$ cat src/rtl/uart_frame_arbiter.sv
// Round-robin arbiter sharing one UART frame transmitter among requesters.
// Optional FRAME_GAP_EN: inter-frame gap lasts GAP_CYC cycles instead of 1.
module uart_frame_arbiter #(
  parameter int NUM_REQ     = 4,
  parameter int FRAME_W     = 40,
  parameter int TIMEOUT_CYC = 65535,
  parameter int GAP_CYC     = 16
) (
  input  logic                       sys_clk,
  input  logic                       rst,
  input  logic [NUM_REQ-1:0]         req_vec,
  input  logic [NUM_REQ*FRAME_W-1:0] req_data,
  output logic [NUM_REQ-1:0]         ack_vec,
  output logic [NUM_REQ-1:0]         err_vec,
  output logic                       busy,
  output logic                       tx_go,
  output logic [FRAME_W-1:0]         tx_data,
  input  logic                       tx_done
);

  localparam int IW = (NUM_REQ > 1) ? $clog2(NUM_REQ) : 1;
  localparam logic [15:0] TO_LAST = 16'(TIMEOUT_CYC - 1);
  localparam logic [IW-1:0] IDX_MAX = IW'(NUM_REQ - 1);

`ifdef FRAME_GAP_EN
  localparam logic [15:0] GAP_LAST = 16'(GAP_CYC - 1);
`else
  // Single idle cycle; GAP_CYC only shapes the gap with the feature on.
  localparam logic [15:0] GAP_LAST = 16'(GAP_CYC * 0);
`endif

  typedef enum logic [1:0] {
    IDLE,
    LOAD,
    SEND,
    GAP
  } state_t;

  state_t            state;
  logic [IW-1:0]     rr_ptr;
  logic [IW-1:0]     idx;
  logic [15:0]       cnt;
  logic              gnt_any;
  logic [IW-1:0]     gnt_idx;
  logic [IW:0]       slot;
  logic [NUM_REQ-1:0] sel_1h;

  // Walk downward so the nearest set bit at/after rr_ptr wins last.
  always_comb begin
    gnt_any = 1'b0;
    gnt_idx = '0;
    slot    = '0;
    for (int k = NUM_REQ - 1; k >= 0; k--) begin
      slot = {1'b0, rr_ptr} + (IW+1)'(k);
      if (slot >= (IW+1)'(NUM_REQ))
        slot = slot - (IW+1)'(NUM_REQ);
      if (req_vec[slot[IW-1:0]]) begin
        gnt_any = 1'b1;
        gnt_idx = slot[IW-1:0];
      end
    end
  end

  assign sel_1h = {{(NUM_REQ-1){1'b0}}, 1'b1} << idx;

  always_ff @(posedge sys_clk) begin
    if (rst) begin
      state   <= IDLE;
      rr_ptr  <= '0;
      idx     <= '0;
      cnt     <= '0;
      ack_vec <= '0;
      err_vec <= '0;
      busy    <= 1'b0;
      tx_go   <= 1'b0;
      tx_data <= '0;
    end else begin
      ack_vec <= '0;
      err_vec <= '0;
      unique case (state)
        IDLE: begin
          if (gnt_any) begin
            idx   <= gnt_idx;
            busy  <= 1'b1;
            state <= LOAD;
          end
        end
        LOAD: begin
          tx_data <= req_data[idx*FRAME_W +: FRAME_W];
          tx_go   <= 1'b1;
          cnt     <= '0;
          state   <= SEND;
        end
        SEND: begin
          if (tx_done || cnt == TO_LAST) begin
            tx_go  <= 1'b0;
            cnt    <= '0;
            state  <= GAP;
            rr_ptr <= (idx == IDX_MAX) ? '0 : idx + IW'(1);
            if (tx_done) ack_vec <= sel_1h;
            else         err_vec <= sel_1h;
          end else begin
            cnt <= cnt + 16'd1;
          end
        end
        GAP: begin
          if (cnt == GAP_LAST) begin
            cnt   <= '0;
            busy  <= 1'b0;
            state <= IDLE;
          end else begin
            cnt <= cnt + 16'd1;
          end
        end
        default: state <= IDLE;
      endcase
    end
  end

endmodule
$ cat config.mk
export PLATFORM = sky130hd
export DESIGN_NAME = uart_frame_arbiter
export DESIGN_NICKNAME = d
export VERILOG_FILES = /design/src/rtl/uart_frame_arbiter.sv
export SDC_FILE = /design/constraint.sdc
export NUM_CORES = 1
export LEC_CHECK = 0
export CORE_MARGIN = 2
export CORE_UTILIZATION = 50
export CTS_CLUSTER_SIZE = 12
export DETAILED_ROUTE_END_ITERATION = 10
export DONT_BUFFER_PORTS = 1
export PLACE_DENSITY = 0.75
export SLEW_MARGIN = 20
export SYNTH_ARGS = -nofsm -noshare
export SYNTH_HDL_FRONTEND = slang
export SYNTH_SLANG_ARGS = --single-unit
$ cat constraint.sdc
create_clock -name sys_clk -period 4.4 [get_ports sys_clk]
set_clock_uncertainty 0.1 [all_clocks]
set_input_delay 0.44 -clock sys_clk [delete_from_list [all_inputs] [get_ports sys_clk]]
set_output_delay 0.44 -clock sys_clk [all_outputs]
set_load 0.02 [all_outputs]
==> reports/metrics.cfg <==
[setup_path]
cp.required_ns = 4.57
cp_max_fo = 23
crit_arrival_ns = 2.57
crit_type = reg -> reg
end_kind = flip-flop
r2r_start = cnt[0]$_SDFFE_PP0P_
crit_start = cnt[0]$_SDFFE_PP0P_
r2r_slack_ns = 2.00
r2r_cells = 7
r2r-end = cnt[15]$_SDFFE_PP0P_
start_kind = flip-flop

[sta]
tightest_slew_ns = 0.982
fin_tns_setup_ns = 0
fin_crit_ns = 2.40
max_freq_ghz = 0.417
slew_viol_final = 0
finalCritPeriodShare_pct = 54.5
maxSlewHeadroom_pct = 34.5
rsz0062_at_grt = no
final_hold_viol_count = 0
finalSetupViolCount = 0

[clocking]
cts_made_buffers = 9
cts_root_buf = clkbuf_8
cts_max_level = 3
clock_sinks = 72
clkTransAtPathRegs_ns = 0.09
cts_setup_buffers = 0
cts_tree = yes
cts_resized = 0
cts_max_path_buffers = 2
cts_hold_buf = 0
clock_latency_ns = 0.35

[floorplanning]
die-area_sq_um = 9070
die_y_um = 95.2
fp-row-count = 33
die_w_um = 95.2
core_sq_um = 8130
start_util_pct = 51.2
ios = 217

[global_routing]
grt.overflow.total = 0
grt_antenna_before_repair = 0
grt_pass1_vias = 2899
grt_pass1_wl_um = 14400
grt_max_degree = 68
gr-usage-all-layers_pct = 20.7

[placed_design]
io_buffers = 0
dp_hpwl_um = 7150
place_congestion = 0.820

[synthesis]
synth_area_leader_cell = dfxtp_1
syn_inst = 395
yosysWarningCount = 0
ys_types = 45
syn-num-nets = 574
ys_ff_latch = 72
netlist_area_sq_um = 4160
synth_ff_type = dfxtp_1
synth_edf_count = 0
ys_seq_area_share_pct = 34.6
async_flop_share_pct = 0
synth_top_area_share_pct = 34.6
syn_area_per_cell_sq_um = 10.5
netlist_top_cells_area = dfxtp_1 (35%), mux4_2 (22%), mux2i_1 (10%), nor2_1 (5.0%), ha_1 (3.6%)

[power]
total_leakage_power_uw = 0.00148
finalPower_uw = 2290
vdd_drop_max_uv = 235
p_per_area_nw_per_um2 = 528

[route]
initialDrtViolationCount = 213
firstDrtPassIters = 4
wire_per_inst_um = 19.5
drcViolationCount = 0
wirelength_um = 9500
final_antenna_net_count = 0
vias = 3080
drt-vias-per-instance = 6.31

[cells_and_area]
synthToLayoutAreaGrowth_pct = 4.33
drive_above_1_share_pct = 18.3
layout.nets = 556
fin_util_pct = 53.4

[hold_path]
whs_endpoint = idx[1]$_SDFFE_PP0P_
hold_depth = 1
hp-start = rst
hold_class = in -> reg

[status]
status = finished clean

[flow_run]
drv_cap = 0

logic make-up (layout without fill, tap and decap cells):
kind of cell | Yosys count | after routing | share of synthesized area, %
XOR/XNOR | 1 | 1 | 0.210
flip-flops | 72 | 72 | 34.6
other | 0 | 1 | 0
AND/OR/NAND/NOR | 143 | 143 | 17.8
adder cells (fa/ha/maj) | 12 | 12 | 3.61
multiplexers | 83 | 83 | 32.0
AO/OA/AOI/OAI | 42 | 42 | 6.58
buffers and inverters | 42 | 29 | 5.20
layout by cell type, fill, tap and decap left out, drive strengths merged, types with 2 or more instances in the layout:
| cell | Yosys | routed |
|---|---|---|
| a21oi | 17 | 17 |
| inv | 10 | 12 |
| clkbuf | 19 | 9 |
| o21a | 2 | 2 |
| nor2 | 55 | 55 |
| dfxtp | 72 | 72 |
| mux4 | 40 | 40 |
| nand2b | 3 | 3 |
| buf | 12 | 2 |
| nand3 | 12 | 12 |
| and4 | 2 | 2 |
| ha | 12 | 12 |
| a31oi | 7 | 7 |
| nand4 | 10 | 10 |
| o21ai | 3 | 3 |
| clkinv | 1 | 4 |
| nor3 | 6 | 6 |
| nor2b | 3 | 3 |
| or3 | 2 | 2 |
| and2 | 12 | 12 |
| or4b | 3 | 3 |
| nor4 | 5 | 5 |
| o211ai | 7 | 7 |
| nand2 | 27 | 27 |
| mux2i | 43 | 43 |
per-layer routing:
layer	routed length [um]	track usage, %	up-vias
met2	4780	32.8	147
met3	607	6.01	19
met4	204	7.85	0
met1	3910	26.7	1490
li1	-	-	1424
met5	0	0	-
cell usage after synthesis (all sizes together), types with 2 or more instances:
cell type / n
dfxtp: 72
nor2: 55
mux2i: 43
mux4: 40
nand2: 27
clkbuf: 19
a21oi: 17
and2: 12
buf: 12
ha: 12
nand3: 12
inv: 10
nand4: 10
a31oi: 7
o211ai: 7
nor3: 6
nor4: 5
nand2b: 3
nor2b: 3
o21ai: 3
or4b: 3
and4: 2
o21a: 2
or3: 2
worst max path at each step:
stage,depth (start not counted),slack [ns],endpoint
after floorplan,7,2.59,cnt[15]$_SDFFE_PP0P_
after global placement,7,2.08,cnt[11]$_SDFFE_PP0P_
after detailed placement,7,2.00,cnt[15]$_SDFFE_PP0P_
after CTS,6,2.00,cnt[15]$_SDFFE_PP0P_
after global routing,6,1.80,cnt[15]$_SDFFE_PP0P_
final,7,2.00,cnt[15]$_SDFFE_PP0P_
flip-flops by register name, indices dropped and copies added, names as in the netlist:
| signal | flops |
|---|---|
| ack_vec | 4 |
| busy | 1 |
| cnt | 16 |
| err_vec | 4 |
| idx | 2 |
| rr_ptr | 2 |
| state | 2 |
| tx_data | 40 |
| tx_go | 1 |
cell type report:
type	count	area (sq um)
Antenna cell	1	2.50
Clock buffer	9	124
Clock inverter	7	77.6
Fill cell	689	3790
Inverter	11	41.3
Multi-Input combinational cell	281	2510
Sequential cell	72	1440
Tap cell	105	131
Timing Repair Buffer	2	15.0
critical path: stages, from the launching register on:
cell and delay, ns:
dfxtp_1 0.39, inv_1 0.11, ha_1 0.20, nand3_1 0.12
nor4_4 0.06, o21ai_2 0.68, or4b_1 0.50, a31oi_1 0.17
per-stage QoR:
stage	hold WS (ns)	instance area (sq um)	worst slack, ns	cells
floorplan	0.362	4160	2.59	395
global placement	0.382	4140	2.08	471
detailed placement	0.389	4140	2.00	471
CTS	0.0324	4340	2.00	487
global route	0.0240	4340	1.80	487
finish	0.0521	4340	2.00	488
report_power, final:
part / switching (uW) / internal, uW / leakage, uW
Clock: 267 / 267 / 0.000100
Combinational: 360 / 358 / 0.000796
Sequential: 267 / 775 / 0.000587
No activity file was read; power rests on OpenSTA's default activity.
==> RTL change, RTL diff (config.mk and constraints unchanged) <==
The 4 states of `state_t` get a one-hot encoding in 4 bits.
--- a/src/rtl/uart_frame_arbiter.sv
+++ b/src/rtl/uart_frame_arbiter.sv
@@ -30,9 +30,9 @@
 `endif
 
-  typedef enum logic [1:0] {
-    IDLE,
-    LOAD,
-    SEND,
-    GAP
+  typedef enum logic [3:0] {
+    IDLE = 4'b0001,
+    LOAD = 4'b0010,
+    SEND = 4'b0100,
+    GAP  = 4'b1000
   } state_t;
 
Check against the original RTL: same outputs for any inputs over 10 cycles, from zero or initial values and one cycle with rst high; not proved beyond that.
==> RTL change against the unedited design <==
- cell area fell by 0.29%
- sequential cell count up 2
- wire length grew 23%
- critical endpoint is now cnt[2]$_SDFFE_PP0P_
- synthesized area shrank 0.36%
- worst setup slack improved by 0.020 ns
- critical path depth down 1
Power is not compared: it rests on default switching activity, and its combinational part moved more than twofold at a synthesized area within 25%.
==> RTL change: results (changes against the unedited design) <==
place_inst: 531  # was 471
peakVddDrop_mv: 0.1235
vias: 3486  # was 3080
seq_share_pct: 34.27  # was 33.25%
ff2ff_path_depth: 6  # was 7
met3WireLength_um: 799  # was 607 µm
holdWs_ns: 0.05506  # was 0.05207 ns
wl_met2_mm: 6.140  # was 4.780 mm
final-clk-cell-share_pct: 3.901  # was 4.638%
met1_usage_pct: 33.35  # was 26.73%
grt_max_degree: 62  # was 68
syn_nets: 633  # was 574
dr.max_layer_used: "met4"  # unchanged
buffers: 5  # was 2
drive_gt1_share_pct: 16.06  # was 18.32%
status: "finished clean"  # unchanged
drtIter0Drc: 229  # was 213
avgSynthCellArea_um2: 9.036  # was 10.54 µm²
ys_top_cells_by_count: "106 x nand2_1, 74 x dfxtp_1, 48 x a21oi_1"  # was 72 x dfxtp_1, 55 x nor2_1, 43 x mux2i_1
nonClkBufAreaFrac_pct: 0.8668  # was 0.3457%
synth.area.top_cells: "dfxtp_1 36%, mux4_2 22%, nand2_1 9.6%"  # was dfxtp_1 35%, mux4_2 22%, mux2i_1 10%
grt_pass1_vias: 3278  # was 2899
pre_cts_ws_ns: 2.038  # was 1.995 ns
wl_met1_mm: 4.455  # was 3.905 mm
fin_cells: 547  # was 488
final-seq-area_mm2: 0.001484  # was 0.001444 mm²
place_congestion: 0.9266  # was 0.8197
first_pass_iters: 5  # was 4
tightest_slew_ns: 1.018  # was 0.9820 ns
min_period_ns: 2.379  # was 2.399 ns
place_area_mm2: 0.004161  # was 0.004139 mm²
worstPathMaxFanout: 11  # was 23
dpl.hpwl_mm: 8.744  # was 7.154 mm
grt_use_met2_pct: 41.02  # was 32.81%
multiInputGateArea_mm2: 0.002456  # was 0.002507 mm²
layout.nets: 611  # was 556
track_usage_pct: 25.69  # was 20.68%
ys_seq_area_share_pct: 35.72  # was 34.63%
grt_pass1_wl_mm: 17.33  # was 14.37 mm
synth_cell_types: 47  # was 45
reg2reg_to: "cnt[2]$_SDFFE_PP0P_"  # was cnt[15]$_SDFFE_PP0P_
ys_ff_latch: 74  # was 72
n_clock_buffer: 10  # was 9
wirelength_mm: 11.68  # was 9.498 mm
grt_util_met3_pct: 6.324  # was 6.008%
diodes: 0  # was 1
fill_cells: 755  # was 689
r2r-start: "cnt[1]$_SDFFE_PP0P_"  # was cnt[0]$_SDFFE_PP0P_
nMultiInputCombCells: 333  # was 281
inv_count: 14  # was 11
RTL change: cell types whose count changed after synthesis, sizes merged, moves of 10 or more:
cell,unedited run,this run
and3,0,10
nand2,27,107
mux2i,43,2
o21ai,3,19
nor2,55,15
a21oi,17,48
RTL change: power groups by stage:
stage,combinational [mW],clock (mW),sequential (mW)
after floorplan,0.182,0,0.754
after global placement,0.178,0,0.782
after detailed placement,0.182,0,0.785
after CTS,0.183,0.483,0.769
after global routing,0.199,0.515,0.774
final,0.181,0.473,0.767
RTL change: cells by family (layout without fill, tap and decap cells):
logic type,after synthesis,in the layout,synth area share [%]
simple gates,190,190,21.54
compound gates,93,93,13.15
flops,74,74,35.72
buf+inv,52,35,5.068
mux,42,42,22.20
fa+ha+maj,7,7,2.112
xor+xnor,1,1,0.2112
RTL change: worst max-delay path, stage by stage, from the launching register on:
cell      delay [ns]
dfxtp_1         0.44
ha_1            0.21
nand4_1         0.10
nor4_1          0.36
nor3_1          0.11
o21ai_1         0.71
o211ai_1        0.21
RTL change: worst max-delay path by stage:
| stage | startpoint | cells after the start | end |
|---|---|---|---|
| 2_1_floorplan | cnt[12]$_SDFFE_PP0P_ | 6 | err_vec[0]$_SDFF_PP0_ |
| 3_5_place_dp | cnt[0]$_SDFFE_PP0P_ | 7 | cnt[2]$_SDFFE_PP0P_ |
| 4_1_cts | idx[0]$_SDFFE_PP0P_ | 4 | tx_data[24]$_SDFFE_PP0N_ |
| 5_1_grt | cnt[0]$_SDFFE_PP0P_ | 7 | cnt[2]$_SDFFE_PP0P_ |
| 6_report | cnt[1]$_SDFFE_PP0P_ | 6 | cnt[2]$_SDFFE_PP0P_ |
| 3_3_place_gp | cnt[0]$_SDFFE_PP0P_ | 7 | cnt[6]$_SDFFE_PP0P_ |
